File: src/rtl/spi_flash_pkg.sv
// Shared opcodes, FSM state encoding and default identification bytes
// for the SPI NOR flash responder.
package spi_flash_pkg;

    localparam logic [7:0]  OP_READ = 8'h03;
    localparam logic [7:0]  OP_RDID = 8'h9F;
    localparam logic [7:0]  OP_RDSR = 8'h05;

    localparam logic [23:0] DEFAULT_JEDEC_ID = 24'hEF4018;

    typedef enum logic [2:0] {
        ST_IDLE,
        ST_CMD,
        ST_ADDR,
        ST_DATA,
        ST_ID,
        ST_STAT,
        ST_IGNORE
    } state_t;

    function automatic logic [7:0] id_byte(input logic [23:0] id, input logic [1:0] idx);
        case (idx)
            2'd2:    id_byte = id[23:16];
            2'd1:    id_byte = id[15:8];
            default: id_byte = id[7:0];
        endcase
    endfunction

endpackage

File: src/rtl/spi_flash_responder_spi_in_sync.sv
// Brings SCK, SS_N and MOSI into the CLOCK domain and flags SCK edges
// from the last two synchronized SCK samples.
module spi_in_sync #(
    parameter int SYNC_STAGES = 2
) (
    input  logic CLOCK,
    input  logic RESET,
    input  logic spi_sck,
    input  logic spi_ss_n,
    input  logic spi_mosi,
    output logic sck_rise,
    output logic sck_fall,
    output logic ss_active,
    output logic mosi_s
);

    localparam int MSB = SYNC_STAGES - 1;

    logic [SYNC_STAGES-1:0] sck_sync;
    logic [SYNC_STAGES-1:0] ss_sync;
    logic [SYNC_STAGES-1:0] mosi_sync;
    logic                   sck_d;

    // SS_N resets to deselected so busy is low straight out of reset
    always_ff @(posedge CLOCK) begin
        if (RESET) begin
            sck_sync  <= '0;
            ss_sync   <= '1;
            mosi_sync <= '0;
            sck_d     <= 1'b0;
        end else begin
            sck_sync  <= {sck_sync[SYNC_STAGES-2:0], spi_sck};
            ss_sync   <= {ss_sync[SYNC_STAGES-2:0], spi_ss_n};
            mosi_sync <= {mosi_sync[SYNC_STAGES-2:0], spi_mosi};
            sck_d     <= sck_sync[MSB];
        end
    end

    assign sck_rise  = sck_sync[MSB] & ~sck_d;
    assign sck_fall  = ~sck_sync[MSB] & sck_d;
    assign ss_active = ~ss_sync[MSB];
    assign mosi_s    = mosi_sync[MSB];

endmodule

File: src/rtl/spi_flash_responder.sv
// SPI mode-0 slave emulating a serial NOR flash (READ, READ-ID, READ-STATUS),
// fetching read data byte by byte from a parallel request/ack port.
//
// state     | meaning
// ----------+--------------------------------------------------------
// ST_IDLE   | deselected, waiting for SS_N to fall
// ST_CMD    | shifting in the 8-bit opcode
// ST_ADDR   | shifting in the 24-bit read address
// ST_DATA   | streaming fetched bytes, one-entry prefetch
// ST_ID     | streaming JEDEC_ID bytes 2,1,0 then byte 0 repeatedly
// ST_STAT   | streaming status 0x00
// ST_IGNORE | unknown opcode, MISO released, no fetches
module spi_flash_responder
    import spi_flash_pkg::*;
#(
    parameter int          ADDR_W      = 24,
    parameter logic [23:0] JEDEC_ID    = DEFAULT_JEDEC_ID,
    parameter int          SYNC_STAGES = 2
) (
    input  logic              CLOCK,
    input  logic              RESET,
    input  logic              spi_sck,
    input  logic              spi_ss_n,
    input  logic              spi_mosi,
    output logic              spi_miso,
    output logic              spi_miso_oe,
    output logic              mem_req,
    output logic [ADDR_W-1:0] mem_addr,
    input  logic              mem_ack,
    input  logic [7:0]        mem_data,
    output logic              busy,
    output logic              underrun
);

    logic sck_rise, sck_fall, ss_active, mosi_s;

    spi_in_sync #(.SYNC_STAGES(SYNC_STAGES)) u_sync (
        .CLOCK     (CLOCK),
        .RESET     (RESET),
        .spi_sck   (spi_sck),
        .spi_ss_n  (spi_ss_n),
        .spi_mosi  (spi_mosi),
        .sck_rise  (sck_rise),
        .sck_fall  (sck_fall),
        .ss_active (ss_active),
        .mosi_s    (mosi_s)
    );

    state_t            state;
    logic [4:0]        bit_cnt;
    logic [ADDR_W-1:0] shift_in;
    logic [7:0]        shift_out;
    logic [7:0]        pf_data;
    logic              pf_valid;
    logic              fetch_due;
    logic              discard;
    logic              ss_prev;
    logic [1:0]        id_idx;

    logic              ack_ok, ack_use, boundary;
    logic [ADDR_W-1:0] rx_word;
    logic [7:0]        id_cur;

    assign ack_ok   = mem_ack & mem_req;
    assign ack_use  = ack_ok & ~discard & ss_active & (state == ST_DATA);
    assign boundary = sck_fall & (bit_cnt[2:0] == 3'd0);
    assign rx_word  = {shift_in[ADDR_W-2:0], mosi_s};
    assign id_cur   = id_byte(JEDEC_ID, id_idx);
    assign busy     = ss_active;

    always_ff @(posedge CLOCK) begin
        if (RESET) begin
            state       <= ST_IDLE;
            bit_cnt     <= '0;
            shift_in    <= '0;
            shift_out   <= '0;
            pf_data     <= '0;
            pf_valid    <= 1'b0;
            fetch_due   <= 1'b0;
            discard     <= 1'b0;
            ss_prev     <= 1'b0;
            id_idx      <= '0;
            spi_miso    <= 1'b0;
            spi_miso_oe <= 1'b0;
            mem_req     <= 1'b0;
            mem_addr    <= '0;
            underrun    <= 1'b0;
        end else begin
            ss_prev <= ss_active;
            if (ack_ok) begin
                mem_req <= 1'b0;
                discard <= 1'b0;
            end
            if (ack_use) begin
                pf_data  <= mem_data;
                pf_valid <= 1'b1;
            end
            // first fetch held back by a leftover request from an aborted transfer
            if (fetch_due && !mem_req && ss_active && state == ST_DATA) begin
                mem_addr  <= shift_in;
                mem_req   <= 1'b1;
                fetch_due <= 1'b0;
            end
            if (!ss_active) begin
                state       <= ST_IDLE;
                spi_miso_oe <= 1'b0;
                spi_miso    <= 1'b0;
                pf_valid    <= 1'b0;
                fetch_due   <= 1'b0;
                if (mem_req && !mem_ack) discard <= 1'b1;
            end else begin
                if (state inside {ST_DATA, ST_ID, ST_STAT}) begin
                    if (sck_rise) bit_cnt <= bit_cnt + 5'd1;
                    if (sck_fall && !boundary) begin
                        spi_miso  <= shift_out[7];
                        shift_out <= {shift_out[6:0], 1'b0};
                    end
                end
                case (state)
                    ST_IDLE: begin
                        if (!ss_prev) begin
                            state   <= ST_CMD;
                            bit_cnt <= '0;
                        end
                    end
                    ST_CMD: begin
                        if (sck_rise) begin
                            shift_in <= rx_word;
                            if (bit_cnt == 5'd7) begin
                                bit_cnt <= '0;
                                case (rx_word[7:0])
                                    OP_READ: state <= ST_ADDR;
                                    OP_RDID: begin
                                        state       <= ST_ID;
                                        id_idx      <= 2'd2;
                                        spi_miso_oe <= 1'b1;
                                    end
                                    OP_RDSR: begin
                                        state       <= ST_STAT;
                                        spi_miso_oe <= 1'b1;
                                    end
                                    default: state <= ST_IGNORE;
                                endcase
                            end else begin
                                bit_cnt <= bit_cnt + 5'd1;
                            end
                        end
                    end
                    ST_ADDR: begin
                        if (sck_rise) begin
                            shift_in <= rx_word;
                            if (bit_cnt == 5'd23) begin
                                bit_cnt     <= '0;
                                state       <= ST_DATA;
                                spi_miso_oe <= 1'b1;
                                if (mem_req) begin
                                    fetch_due <= 1'b1;
                                end else begin
                                    mem_addr <= rx_word;
                                    mem_req  <= 1'b1;
                                end
                            end else begin
                                bit_cnt <= bit_cnt + 5'd1;
                            end
                        end
                    end
                    ST_DATA: begin
                        if (boundary) begin
                            if (pf_valid) begin
                                spi_miso  <= pf_data[7];
                                shift_out <= {pf_data[6:0], 1'b0};
                                pf_valid  <= 1'b0;
                                mem_addr  <= mem_addr + 1'b1;
                                mem_req   <= 1'b1;
                            end else if (ack_use) begin
                                spi_miso  <= mem_data[7];
                                shift_out <= {mem_data[6:0], 1'b0};
                                pf_valid  <= 1'b0;
                                mem_addr  <= mem_addr + 1'b1;
                                mem_req   <= 1'b1;
                            end else begin
                                spi_miso  <= 1'b1;
                                shift_out <= 8'hFE;
                                underrun  <= 1'b1;
                            end
                        end
                    end
                    ST_ID: begin
                        if (boundary) begin
                            spi_miso  <= id_cur[7];
                            shift_out <= {id_cur[6:0], 1'b0};
                            if (id_idx != 2'd0) id_idx <= id_idx - 2'd1;
                        end
                    end
                    ST_STAT: begin
                        if (boundary) begin
                            spi_miso  <= 1'b0;
                            shift_out <= 8'h00;
                        end
                    end
                    ST_IGNORE: ;
                    default: state <= ST_IDLE;
                endcase
            end
        end
    end

endmodule

File: config.mk
export PLATFORM = sky130hd
export DESIGN_NAME = spi_flash_responder
export DESIGN_NICKNAME = d
export VERILOG_FILES = /design/src/rtl/spi_flash_pkg.sv /design/src/rtl/spi_flash_responder_spi_in_sync.sv /design/src/rtl/spi_flash_responder.sv
export SDC_FILE = /design/constraint.sdc
export NUM_CORES = 1
export LEC_CHECK = 0
export ABC_AREA = 1
export CORE_MARGIN = 3
export CORE_UTILIZATION = 30
export DETAILED_ROUTE_END_ITERATION = 10
export GPL_ROUTABILITY_DRIVEN = 1
export PLACE_DENSITY = 0.44
export SLEW_MARGIN = 25
export SYNTH_ARGS = -nofsm -noshare
export SYNTH_HDL_FRONTEND = slang
export SYNTH_HIERARCHICAL = 1
export SYNTH_SLANG_ARGS = --single-unit
File: constraint.sdc
create_clock -name CLOCK -period 2.9 [get_ports CLOCK]
set_clock_uncertainty 0.05 [all_clocks]
set_input_delay 0.58 -clock CLOCK [delete_from_list [all_inputs] [get_ports CLOCK]]
set_output_delay 0.58 -clock CLOCK [all_outputs]
set_load 0.02 [all_outputs]
==> out/metrics.cfg <==
[run_status]
run_status = finished clean

[global_route]
grt.total_usage = 0.174
grt_max_degree = 36
grt_pass1_wl_um = 26000
number_of_global_route_vias_before_repair = 4944
grt_remaining_overflow = 0
grt_antenna_before_repair = 0

[sta]
unrepaired_setup_endpoints_after_global_routing = false
relSlewSlack = 0.545
worst_pin_slew_ps = 681
finalHoldViolations = 0
final.setup.tns_ps = 0
layout_min_cycle_time_ps = 2290
finalSetupViolCount = 0
post-route-period-util = 0.791
final_max_slew_viol_count = 0
clock.fmax_ghz = 0.436

[power]
internal_power_mw = 2.04
seqPwrFrac = 0.466
power_frac_clock = 0.486
comb_power_share = 0.048
ir_drop_mv = 0.254
total_power_mw = 2.67
reported_net_switching_power_mw = 0.625
power.static_leakage_nw = 2.42
p_per_area_mw_per_mm2 = 435
switching_share_of_power = 0.234

[clocking]
numCtsBuffers = 9
cts.repair.resized = 0
insertion_delay_ps = 350
clkSlewWorstSetupHoldPaths_ps = 70
cts.htree.levels = 3
cts.sink_count = 89
cts.root.buffer_cell = sky130_fd_sc_hd__clkbuf_16
count_of_buffers_added_by_post_cts_timing_repair_for_setup = 0
ctsHoldBuffers = 0
clk_path_buf_depth = 2
tritoncts = yes

[cells_and_area]
final_nets = 851
area_delta_synth_final_pct = 18.5
final_core_utilization = 0.366
diodes = 0
post_route_cells_drive_above_1_share = 0.0837
layout.filler_cells = 1878

[logic_synthesis]
synth_compound_gate_area_share = 0.198
post_synth_main_area_contributors = sky130_fd_sc_hd__dfxtp_1, sky130_fd_sc_hd__nand2_1, sky130_fd_sc_hd__o21ai_0, sky130_fd_sc_hd__a21oi_1, sky130_fd_sc_hd__nor2_1
count_of_state_elements_after_synthesis = 89
post_synth_inst_count = 794
synth-simple-area-share = 0.322
post_synth_num_cell_types = 41
synth_largest_type_area_fraction = 0.344
synth_top_family_by_area = simple AND/OR/NAND/NOR gates
synthDominantAreaCellType = sky130_fd_sc_hd__dfxtp_1
post_synth.cell_area_avg_um2 = 6.52
yosys.area_share.adder = 0.0145
mappedNetlistArea_mm2 = 0.00518
synth.mux.area_fraction = 0.00193
yosys.area_share.xor_xnor = 0.0186
synthesis.nets = 814
number_of_warnings_issued_by_yosys = 6
sequential_to_total_area_share_from_yosys_stat = 0.344

[setup_path]
worstSetupPathType = flip-flop to flip-flop
cpPeakStageDelay_ps = 480
cp_common_cell = sky130_fd_sc_hd__nand2_1
path_cells = inv_2, nand2_4, nor2_8, nand3_4, o21ai_0, nand2_1, nand3_1, nand2_1, inv_1, a21oi_1
setup.worst_path.end_class = flip-flop
critPathMaxFanout = 35
crit_path_top_delay_cell = sky130_fd_sc_hd__o21ai_0
setup.worst_path.start_class = flip-flop
critical_path_arrival_ps = 2490
data_required_time_at_the_worst_endpoint_ps = 3090

[detailed_routing]
avgRoutedWirePerCell_um = 15.0
antenna_violating_nets_post_route = 0
via_per_inst = 4.94
dr_pass1_iterations = 5
wl_um = 15800
vias = 5215
post-route-drc-count = 0
detailedRoute.firstIterationViolations = 260

[floorplan]
core_footprint_mm2 = 0.0168
ioPinCount = 43
die_area_mm2 = 0.0189
die-width_um = 137
die_height_um = 137
floorplan.rows = 47
initial_core_util = 0.309

[job]
cap_violations = 0

[worst_hold_path]
hp-class = flip-flop to flip-flop

[place]
io_buffer_count = 42
hpwlAfterDp_um = 11500
gp_congestion = 0.807

==> worst max-delay path: cells and delay by family (launching register included) <==
kind	cells	cell delay, ps
buffers and inverters	2	170
AOI/OAI and AO/OA	2	530
and+or+nand+nor	6	1080
DFF	1	350
==> layout by cell type (no fill, tap or decap), types with 2 or more instances in the layout <==
master	netlist	final
sky130_fd_sc_hd__nor2_8	2	2
sky130_fd_sc_hd__dfxtp_1	89	89
sky130_fd_sc_hd__nor2_4	3	3
sky130_fd_sc_hd__a31oi_1	9	9
sky130_fd_sc_hd__a21oi_1	71	71
sky130_fd_sc_hd__clkbuf_16	0	9
sky130_fd_sc_hd__xor2_1	9	9
sky130_fd_sc_hd__buf_4	2	9
sky130_fd_sc_hd__nand2_2	9	9
sky130_fd_sc_hd__bufinv_16	0	2
sky130_fd_sc_hd__clkdlybuf4s50_1	0	42
sky130_fd_sc_hd__nand4_1	8	8
sky130_fd_sc_hd__nor2_2	6	6
sky130_fd_sc_hd__o221ai_1	2	2
sky130_fd_sc_hd__o21ai_0	83	83
sky130_fd_sc_hd__nand2_4	4	4
sky130_fd_sc_hd__a211oi_1	2	2
sky130_fd_sc_hd__nor2_1	88	88
sky130_fd_sc_hd__inv_2	10	10
sky130_fd_sc_hd__nand3_4	3	3
sky130_fd_sc_hd__o21a_1	2	2
sky130_fd_sc_hd__xnor2_1	2	2
sky130_fd_sc_hd__inv_6	0	2
sky130_fd_sc_hd__or2_2	3	3
sky130_fd_sc_hd__nand3_1	34	34
sky130_fd_sc_hd__o22ai_1	10	10
sky130_fd_sc_hd__ha_1	6	6
sky130_fd_sc_hd__nand2_1	196	196
sky130_fd_sc_hd__inv_1	86	86
sky130_fd_sc_hd__nor3_1	10	10
sky130_fd_sc_hd__o21ai_1	4	4
sky130_fd_sc_hd__clkinv_2	1	2
sky130_fd_sc_hd__o211ai_1	7	7
==> registers in the layout, summed over array words and instances (netlist names), 2 cells and up, named ones only <==
register          cells
state                 3
mem_addr             24
u_sync/mosi_sync      2
pf_data               8
u_sync/sck_sync       2
u_sync/ss_sync        2
shift_in             24
shift_out             8
id_idx                2
bit_cnt               5
==> cell usage after synthesis, drive strengths merged <==
| cell type | n |
|---|---|
| nand2 | 209 |
| nor2 | 99 |
| inv | 97 |
| dfxtp | 89 |
| o21ai | 88 |
| a21oi | 71 |
| nand3 | 37 |
| clkbuf | 16 |
| nor3 | 12 |
| buf | 10 |
| o22ai | 10 |
| a31oi | 9 |
| xor2 | 9 |
| nand4 | 8 |
| o211ai | 7 |
| ha | 6 |
| or2 | 3 |
| a211oi | 2 |
| o21a | 2 |
| o221ai | 2 |
| xnor2 | 2 |
| a41oi | 1 |
| clkinv | 1 |
| mux2i | 1 |
| nand3b | 1 |
| nor3b | 1 |
| nor4 | 1 |
==> area by class of cell <==
cell class / count / area (um^2) / area share
sequential: 89 / 1780 / 0.291
clock inverter: 6 / 90.1 / 0.0147
tap: 220 / 275 / 0.0449
inverter: 98 / 372 / 0.0606
timing repair buffer: 52 / 508 / 0.0828
multi-input combinational: 581 / 2880 / 0.469
clock buffer: 10 / 229 / 0.0373
==> path summary, 6_finish.rpt <==
kind                           start                 end  slack [ps]  depth (start not counted)
setup / recovery            state[2]        mem_addr[16]         610                         10
hold reg to reg   u_sync/sck_sync[0]  u_sync/sck_sync[1]         360                          2
hold / removal    u_sync/sck_sync[0]  u_sync/sck_sync[1]         360                          2
setup reg to reg            state[2]        mem_addr[16]         610                         10
==> logic make-up (layout without fill, tap and decap cells) <==
group	after synthesis	count (layout)
flops	89	89
simple gates	371	371
buf+inv	124	166
xor+xnor	11	11
compound gates	192	192
fa+ha+maj	6	6
mux	1	1
==> per-layer routing <==
layer | part of all wire | wire, um | up-vias | global-route usage
met1 | 0.48 | 7530 | 2430 | 0.230
met2 | 0.47 | 7460 | 93 | 0.289
met4 | 0.019 | 299 | 0 | 0.0532
met5 | 0 | 0 | - | 0
met3 | 0.034 | 545 | 23 | 0.0321
li1 | - | - | 2669 | -
==> stage by stage <==
step           setup WS, ps  cell area [um^2]  hold slack (ps)  cells
3_5_place_dp            317              5810              347   1040
5_1_grt                 353              6130              380   1056
3_3_place_gp            390              5810              342   1040
6_report                605              6130              356   1056
2_1_floorplan          1120              5180              336    794
4_1_cts                 597              6130              355   1056
==> power groups by stage <==
stage | Clock [mW] | Sequential, mW | Combinational (mW)
global route | 1.37 | 1.25 | 0.145
CTS | 1.33 | 1.24 | 0.130
global placement | 0 | 1.27 | 0.129
finish | 1.30 | 1.24 | 0.129
floorplan | 0 | 1.27 | 0.0772
detailed placement | 0 | 1.27 | 0.129
(Power assumes the default switching activity.)
